### src/rtl/rename_map_if.sv
// Rename-stage port bundle: decode-side input group, dispatch-side output group,
// commit recycling, flush and free-list occupancy.
interface rename_map_if #(
  parameter int RENAME_WIDTH    = 2,
  parameter int ARCH_REGS       = 32,
  parameter int PHY_REGS        = 64,
  parameter int ARCH_ADDR_WIDTH = $clog2(ARCH_REGS),
  parameter int PHY_ADDR_WIDTH  = $clog2(PHY_REGS)
);
  logic [RENAME_WIDTH-1:0]                      in_valid;
  logic [RENAME_WIDTH-1:0]                      in_rd_we;
  logic [RENAME_WIDTH-1:0][ARCH_ADDR_WIDTH-1:0] in_rd;
  logic [RENAME_WIDTH-1:0][ARCH_ADDR_WIDTH-1:0] in_rs1;
  logic [RENAME_WIDTH-1:0][ARCH_ADDR_WIDTH-1:0] in_rs2;
  logic                                         in_ready;

  logic [RENAME_WIDTH-1:0]                      out_valid;
  logic                                         out_ready;
  logic [RENAME_WIDTH-1:0][PHY_ADDR_WIDTH-1:0]  out_prd;
  logic [RENAME_WIDTH-1:0][PHY_ADDR_WIDTH-1:0]  out_prs1;
  logic [RENAME_WIDTH-1:0][PHY_ADDR_WIDTH-1:0]  out_prs2;
  logic [RENAME_WIDTH-1:0][PHY_ADDR_WIDTH-1:0]  out_old_prd;

  logic [RENAME_WIDTH-1:0]                      cm_valid;
  logic [RENAME_WIDTH-1:0]                      cm_rd_we;
  logic [RENAME_WIDTH-1:0][ARCH_ADDR_WIDTH-1:0] cm_rd;
  logic [RENAME_WIDTH-1:0][PHY_ADDR_WIDTH-1:0]  cm_prd;
  logic [RENAME_WIDTH-1:0][PHY_ADDR_WIDTH-1:0]  cm_old_prd;

  logic                                         flush;
  logic [PHY_ADDR_WIDTH-1:0]                    free_count;

  modport master (
    output in_valid, in_rd_we, in_rd, in_rs1, in_rs2, out_ready,
    output cm_valid, cm_rd_we, cm_rd, cm_prd, cm_old_prd, flush,
    input  in_ready, out_valid, out_prd, out_prs1, out_prs2, out_old_prd, free_count
  );

  modport slave (
    input  in_valid, in_rd_we, in_rd, in_rs1, in_rs2, out_ready,
    input  cm_valid, cm_rd_we, cm_rd, cm_prd, cm_old_prd, flush,
    output in_ready, out_valid, out_prd, out_prs1, out_prs2, out_old_prd, free_count
  );
endinterface

### src/rtl/rename_map.sv
// Superscalar register rename: speculative/committed RATs, circular free list,
// intra-group dependency bypass, commit recycling and flush recovery.
module rename_map #(
  parameter int RENAME_WIDTH    = 2,
  parameter int ARCH_REGS       = 32,
  parameter int PHY_REGS        = 64,
  parameter int ARCH_ADDR_WIDTH = $clog2(ARCH_REGS),
  parameter int PHY_ADDR_WIDTH  = $clog2(PHY_REGS)
) (
  input  logic         clk,
  input  logic         rst,
  rename_map_if.slave  rn
);
  localparam int W        = RENAME_WIDTH;
  localparam int FL_DEPTH = PHY_REGS - ARCH_REGS;
  localparam int FL_AW    = $clog2(FL_DEPTH);

  typedef logic [FL_AW:0]              ptr_t;
  typedef logic [PHY_ADDR_WIDTH-1:0]   phy_t;

  phy_t spec_rat   [ARCH_REGS];
  phy_t cm_rat     [ARCH_REGS];
  phy_t cm_rat_nxt [ARCH_REGS];
  phy_t fl_mem     [FL_DEPTH];

  ptr_t head, tail, cm_head;
  ptr_t fl_used, alloc_cnt, commit_cnt;
  ptr_t alloc_ptr [W];
  ptr_t cm_ptr    [W];

  logic [W-1:0] alloc, cm_en;
  phy_t prd [W], prs1 [W], prs2 [W], old_prd [W];
  logic accept;

  // Tail starts one full lap ahead of head so an untouched list reads as full.
  assign fl_used       = tail - head;
  assign rn.free_count = PHY_ADDR_WIDTH'(fl_used);
  assign rn.in_ready   = (fl_used >= ptr_t'(W)) && (!(|rn.out_valid) || rn.out_ready) && !rn.flush;
  assign accept        = (|rn.in_valid) && rn.in_ready;

  always_comb begin
    alloc_cnt = '0;
    for (int j = 0; j < W; j++) begin
      alloc[j]     = rn.in_valid[j] && rn.in_rd_we[j] && (rn.in_rd[j] != '0);
      alloc_ptr[j] = head + alloc_cnt;
      prd[j]       = alloc[j] ? fl_mem[alloc_ptr[j][FL_AW-1:0]] : '0;
      if (alloc[j]) alloc_cnt = alloc_cnt + ptr_t'(1);
    end
  end

  // Older slots are scanned oldest-first so the youngest matching writer wins.
  always_comb begin
    for (int j = 0; j < W; j++) begin
      prs1[j]    = (rn.in_rs1[j] == '0) ? '0 : spec_rat[rn.in_rs1[j]];
      prs2[j]    = (rn.in_rs2[j] == '0) ? '0 : spec_rat[rn.in_rs2[j]];
      old_prd[j] = spec_rat[rn.in_rd[j]];
      for (int k = 0; k < W; k++) begin
        if (k < j && alloc[k]) begin
          if (rn.in_rd[k] == rn.in_rs1[j]) prs1[j]    = prd[k];
          if (rn.in_rd[k] == rn.in_rs2[j]) prs2[j]    = prd[k];
          if (rn.in_rd[k] == rn.in_rd[j])  old_prd[j] = prd[k];
        end
      end
      if (!alloc[j]) old_prd[j] = '0;
    end
  end

  always_comb begin
    cm_rat_nxt = cm_rat;
    commit_cnt = '0;
    for (int j = 0; j < W; j++) begin
      cm_en[j]  = rn.cm_valid[j] && rn.cm_rd_we[j] && (rn.cm_rd[j] != '0);
      cm_ptr[j] = tail + commit_cnt;
      if (cm_en[j]) begin
        cm_rat_nxt[rn.cm_rd[j]] = rn.cm_prd[j];
        commit_cnt              = commit_cnt + ptr_t'(1);
      end
    end
  end

  always_ff @(posedge clk) begin
    if (rst) begin
      for (int i = 0; i < ARCH_REGS; i++) begin
        spec_rat[i] <= phy_t'(i);
        cm_rat[i]   <= phy_t'(i);
      end
      for (int i = 0; i < FL_DEPTH; i++) fl_mem[i] <= phy_t'(ARCH_REGS + i);
      head           <= '0;
      tail           <= ptr_t'(FL_DEPTH);
      cm_head        <= '0;
      rn.out_valid   <= '0;
      rn.out_prd     <= '0;
      rn.out_prs1    <= '0;
      rn.out_prs2    <= '0;
      rn.out_old_prd <= '0;
    end else begin
      cm_rat  <= cm_rat_nxt;
      tail    <= tail + commit_cnt;
      cm_head <= cm_head + commit_cnt;
      for (int j = 0; j < W; j++)
        if (cm_en[j]) fl_mem[cm_ptr[j][FL_AW-1:0]] <= rn.cm_old_prd[j];

      if (rn.flush) begin
        spec_rat     <= cm_rat_nxt;
        head         <= cm_head + commit_cnt;
        rn.out_valid <= '0;
      end else if (accept) begin
        for (int j = 0; j < W; j++)
          if (alloc[j]) spec_rat[rn.in_rd[j]] <= prd[j];
        head         <= head + alloc_cnt;
        rn.out_valid <= rn.in_valid;
        for (int j = 0; j < W; j++) begin
          rn.out_prd[j]     <= prd[j];
          rn.out_prs1[j]    <= prs1[j];
          rn.out_prs2[j]    <= prs2[j];
          rn.out_old_prd[j] <= old_prd[j];
        end
      end else if (rn.out_ready) begin
        rn.out_valid <= '0;
      end
    end
  end
endmodule
### src/flat_wrapper.sv
// flat-port wrapper written by rule: the top's interface ports become plain ports
module rename_map_flat 
#(
  parameter int RENAME_WIDTH    = 2,
  parameter int ARCH_REGS       = 32,
  parameter int PHY_REGS        = 64,
  parameter int ARCH_ADDR_WIDTH = $clog2(ARCH_REGS),
  parameter int PHY_ADDR_WIDTH  = $clog2(PHY_REGS)
)
  (clk, rst, rn_in_valid, rn_in_rd_we, rn_in_rd, rn_in_rs1, rn_in_rs2, rn_out_ready, rn_cm_valid, rn_cm_rd_we, rn_cm_rd, rn_cm_prd, rn_cm_old_prd, rn_flush, rn_in_ready, rn_out_valid, rn_out_prd, rn_out_prs1, rn_out_prs2, rn_out_old_prd, rn_free_count);
  rename_map_if #(.RENAME_WIDTH(RENAME_WIDTH), .ARCH_REGS(ARCH_REGS), .PHY_REGS(PHY_REGS), .ARCH_ADDR_WIDTH(ARCH_ADDR_WIDTH), .PHY_ADDR_WIDTH(PHY_ADDR_WIDTH)) rn_i ();
  input  logic clk;
  input  logic rst;
  input wire logic [$bits(rn_i.in_valid)-1:0] rn_in_valid;
  input wire logic [$bits(rn_i.in_rd_we)-1:0] rn_in_rd_we;
  input wire logic [$bits(rn_i.in_rd)-1:0] rn_in_rd;
  input wire logic [$bits(rn_i.in_rs1)-1:0] rn_in_rs1;
  input wire logic [$bits(rn_i.in_rs2)-1:0] rn_in_rs2;
  input wire logic [$bits(rn_i.out_ready)-1:0] rn_out_ready;
  input wire logic [$bits(rn_i.cm_valid)-1:0] rn_cm_valid;
  input wire logic [$bits(rn_i.cm_rd_we)-1:0] rn_cm_rd_we;
  input wire logic [$bits(rn_i.cm_rd)-1:0] rn_cm_rd;
  input wire logic [$bits(rn_i.cm_prd)-1:0] rn_cm_prd;
  input wire logic [$bits(rn_i.cm_old_prd)-1:0] rn_cm_old_prd;
  input wire logic [$bits(rn_i.flush)-1:0] rn_flush;
  output wire logic [$bits(rn_i.in_ready)-1:0] rn_in_ready;
  output wire logic [$bits(rn_i.out_valid)-1:0] rn_out_valid;
  output wire logic [$bits(rn_i.out_prd)-1:0] rn_out_prd;
  output wire logic [$bits(rn_i.out_prs1)-1:0] rn_out_prs1;
  output wire logic [$bits(rn_i.out_prs2)-1:0] rn_out_prs2;
  output wire logic [$bits(rn_i.out_old_prd)-1:0] rn_out_old_prd;
  output wire logic [$bits(rn_i.free_count)-1:0] rn_free_count;
  assign rn_i.in_valid = rn_in_valid;
  assign rn_i.in_rd_we = rn_in_rd_we;
  assign rn_i.in_rd = rn_in_rd;
  assign rn_i.in_rs1 = rn_in_rs1;
  assign rn_i.in_rs2 = rn_in_rs2;
  assign rn_i.out_ready = rn_out_ready;
  assign rn_i.cm_valid = rn_cm_valid;
  assign rn_i.cm_rd_we = rn_cm_rd_we;
  assign rn_i.cm_rd = rn_cm_rd;
  assign rn_i.cm_prd = rn_cm_prd;
  assign rn_i.cm_old_prd = rn_cm_old_prd;
  assign rn_i.flush = rn_flush;
  assign rn_in_ready = rn_i.in_ready;
  assign rn_out_valid = rn_i.out_valid;
  assign rn_out_prd = rn_i.out_prd;
  assign rn_out_prs1 = rn_i.out_prs1;
  assign rn_out_prs2 = rn_i.out_prs2;
  assign rn_out_old_prd = rn_i.out_old_prd;
  assign rn_free_count = rn_i.free_count;
  rename_map #(.RENAME_WIDTH(RENAME_WIDTH), .ARCH_REGS(ARCH_REGS), .PHY_REGS(PHY_REGS), .ARCH_ADDR_WIDTH(ARCH_ADDR_WIDTH), .PHY_ADDR_WIDTH(PHY_ADDR_WIDTH)) u_core (.clk(clk), .rst(rst), .rn(rn_i));
endmodule
### config.mk
export PLATFORM = sky130hd
export DESIGN_NAME = rename_map_flat
export DESIGN_NICKNAME = d
export VERILOG_FILES = /design/src/rtl/rename_map_if.sv /design/src/rtl/rename_map.sv /design/src/flat_wrapper.sv
export SDC_FILE = /design/constraint.sdc
export NUM_CORES = 2
export LEC_CHECK = 0
export BUFFER_PORTS_ARGS = -buffer_cell sky130_fd_sc_hd__buf_4
export CELL_PAD_IN_SITES_DETAIL_PLACEMENT = 2
export CELL_PAD_IN_SITES_GLOBAL_PLACEMENT = 2
export CORE_MARGIN = 2
export CORE_UTILIZATION = 41
export DETAILED_ROUTE_END_ITERATION = 7
export PLACE_DENSITY = 0.9
export SYNTH_ARGS = -nofsm -noshare
export SYNTH_HDL_FRONTEND = slang
export SYNTH_SLANG_ARGS = --single-unit
### constraint.sdc
create_clock -name clk -period 5.8 [get_ports clk]
set_input_delay 0.58 -clock clk [delete_from_list [all_inputs] [get_ports clk]]
set_output_delay 0.58 -clock clk [all_outputs]
set_load 0.01 [all_outputs]
==> flow_summary.json <==
{
  "grt_pass1_wl_um": 379000,
  "required_ns": 6.43,
  "drc": 0,
  "drtIter0Drc": 7291,
  "cts_resized": 0,
  "fin_setup_tns_ns": 0,
  "vias": 48505,
  "placed_area_um2": 47200,
  "grtUsageTotal_pct": 46.4,
  "yosysMostFrequentCell": "nand2_1",
  "max_freq_mhz": 221,
  "grt_max_degree": 69,
  "synth_top_cell_by_area": "dfxtp_1",
  "crit_type": "input port to flop",
  "clock_path_buffers": 3,
  "synth_cell_type_count": 85,
  "final_core_utilization_pct": 45.8,
  "critPathLaunchType": "input port",
  "wl_per_cell_um": 42.8,
  "nets": 4770,
  "cts_setup_buffers": 0,
  "synth_top_area_share_pct": 20.2,
  "die_w_um": 336,
  "hold_violations": 0,
  "rrSetupSlack_ns": 1.50,
  "p_leak_nw": 16.8,
  "synth_nets": 4892,
  "htreeDepth": 3,
  "rows": 121,
  "antenna_found_initial": 31,
  "die_h_um": 336,
  "synth-seq-cells": 649,
  "path_max_fanout": 43,
  "syn_avg_cell_area_um2": 9.44,
  "synthCells": 4795,
  "start_util_pct": 41.5,
  "routed_wl_um": 267000,
  "io_pins": 133,
  "yosys-top-cells-count": "526 x nand2_1, 457 x dfxtp_1, 423 x mux2i_1",
  "arrival_ns": 5.15,
  "synth-edff-count": 192,
  "tightest_slew_ns": 1.63,
  "peakVddDrop_mv": 0.209,
  "violations": "max-capacitance violations, max-slew violations",
  "maxCapViolCount": 4,
  "design.core.area_um2": 109000,
  "post-place-ws_ns": 0.837,
  "end_kind": "flop",
  "syn_to_final_growth_pct": 10.4,
  "synth_area_leaders": "dfxtp_1 20%, mux4_2 15%, edfxtp_1 13%",
  "clk_latency_ns": 0.72,
  "drtPass1Iterations": 8,
  "netlist_area_um2": 45200,
  "clock-root-buffer": "clkbuf_16",
  "grt_pass1_vias": 50268,
  "cts-buffers-inserted": 79,
  "io_buffers": 132,
  "finalCritPeriodShare_pct": 77.9,
  "async_reset_ff_share_pct": 0,
  "cts_tree": "built",
  "status": "finished, violations left",
  "cts.sinks": 649,
  "synth_flop_cell": "dfxtp_1",
  "max-slew-margin-rel_pct": -9.13,
  "routed_via_density": 7.79,
  "power_density_nw_per_um2": 279,
  "drive_gt1_share_pct": 16.8,
  "nFillCells": 11451,
  "grt_overflow_total": 0,
  "hold_path_class": "input port to flop",
  "final_area_um2": 50000,
  "die_area_um2": 113000,
  "holdBufCountCts": 0,
  "cts.reportedPaths.clkPinSlew_ns": 0.06,
  "maxSlewViolCount": 29,
  "ant_nets": 0,
  "rsz0062_at_grt": "false",
  "skew_ns": 0.0415,
  "gp_congestion": 1.12,
  "min_period_ns": 4.52,
  "setup_violations": 0,
  "yosysWarningCount": 0,
  "place_hpwl_um": 174000,
  "yosysSeqAreaShare_pct": 33.0,
  "p_total_w": 0.0139,
  "setup_slack_ns": 1.28
}
==> per-stage QoR <==
stage	hold WS, ns	cells
6_report	0.189	6227
5_1_grt	0.237	6216
4_1_cts	0.176	6211
3_5_place_dp	0.454	6067
3_3_place_gp	0.445	6067
2_1_floorplan	0.438	4795
==> path summary, 6_finish.rpt <==
kind	cells past startpoint	end	startpoint
setup reg to reg	13	u_core.spec_rat[151]	u_core.tail[0]
hold / removal	4	u_core.rn.out_valid[1]	rn_out_ready
hold reg to reg	1	u_core.rn.out_prs2[3]	u_core.rn.out_prs2[3]
setup / recovery	16	u_core.spec_rat[170]	rn_in_rd[4]
==> logic make-up (layout without fill, tap and decap cells) <==
family | Yosys count | after routing | synth area share [%]
AOI/OAI and AO/OA | 1443 | 1443 | 21.2
xor gates and xnor gates | 31 | 31 | 0.633
adders and majority gates | 21 | 21 | 0.647
buffers and inverters | 492 | 433 | 4.76
DFF | 649 | 649 | 33.0
muxes | 774 | 774 | 25.6
other | 0 | 15 | 0
and+or+nand+nor | 1385 | 1385 | 14.2
==> registers in the layout, summed over array words and instances (netlist names), named ones only <==
register,cells
u_core.cm_rat,192
u_core.fl_mem,192
u_core.spec_rat,192
u_core.rn.out_old_prd,12
u_core.rn.out_prd,12
u_core.rn.out_prs1,12
u_core.rn.out_prs2,12
u_core.cm_head,6
u_core.head,6
u_core.tail,6
u_core.rn.out_valid,2
==> cells in the final DEF, fill, tap and decap left out, drive strengths merged, types with 15 or more instances in the layout <==
cell,Yosys,layout
a311oi,16,16
clkbuf,308,107
clkinv,9,29
o211ai,85,85
nand2,526,526
nor2b,34,34
xnor2,16,16
nand3,89,89
a221oi,53,53
nor3,97,97
a22oi,251,251
o21ai,266,266
a21oi,368,368
or3,35,35
ha,17,17
dfxtp,457,457
a221o,74,74
inv,32,38
edfxtp,192,192
nand4,23,23
and2,104,104
mux2i,423,423
mux2,51,51
mux4,300,300
nor2,358,358
xor2,15,15
o22ai,83,83
o31ai,16,16
a211oi,54,54
a31oi,33,33
and3,15,15
diode,0,15
buf,143,247
nand2b,47,47
a22o,53,53
==> power breakdown <==
| part | internal, W | switching, W |
|---|---|---|
| Clock | 0.00306 | 0.00234 |
| Sequential | 0.00480 | 0.000325 |
| Combinational | 0.00101 | 0.00241 |
==> critical path, cell delays in order <==
cell and delay (ns):
buf_4 0.12, nor3_2 0.24, nand2_1 0.14, nand2_1 0.13
buf_4 0.17, inv_1 0.07, ha_1 0.29, ha_4 0.61
buf_12 0.34, mux2i_1 0.20, nand3_1 0.13, nand4_1 0.18
a21oi_1 0.38, and3_1 0.99, o211ai_1 0.28, o22ai_1 0.23
==> routing by layer <==
layer | global-route usage (%) | wire length (um) | vias to the layer above
li1 | - | - | 18230
met5 | 1.32 | 414 | -
met3 | 17.9 | 32800 | 1726
met2 | 69.9 | 116000 | 4205
met4 | 43.1 | 30600 | 39
met1 | 50.0 | 87200 | 24305
==> area by class of cell <==
class	count	area (um2)	share of cell area (%)
Inverter	41	159	0.318
Clock buffer	106	2250	4.51
Multi-Input combinational cell	3654	28300	56.7
Clock inverter	38	447	0.894
Tap cell	1476	1850	3.70
Antenna cell	15	37.5	0.0751
Timing Repair Buffer	248	1980	3.97
Sequential cell	649	14900	29.9
Note: power is estimated with default switching activity, not from simulation.
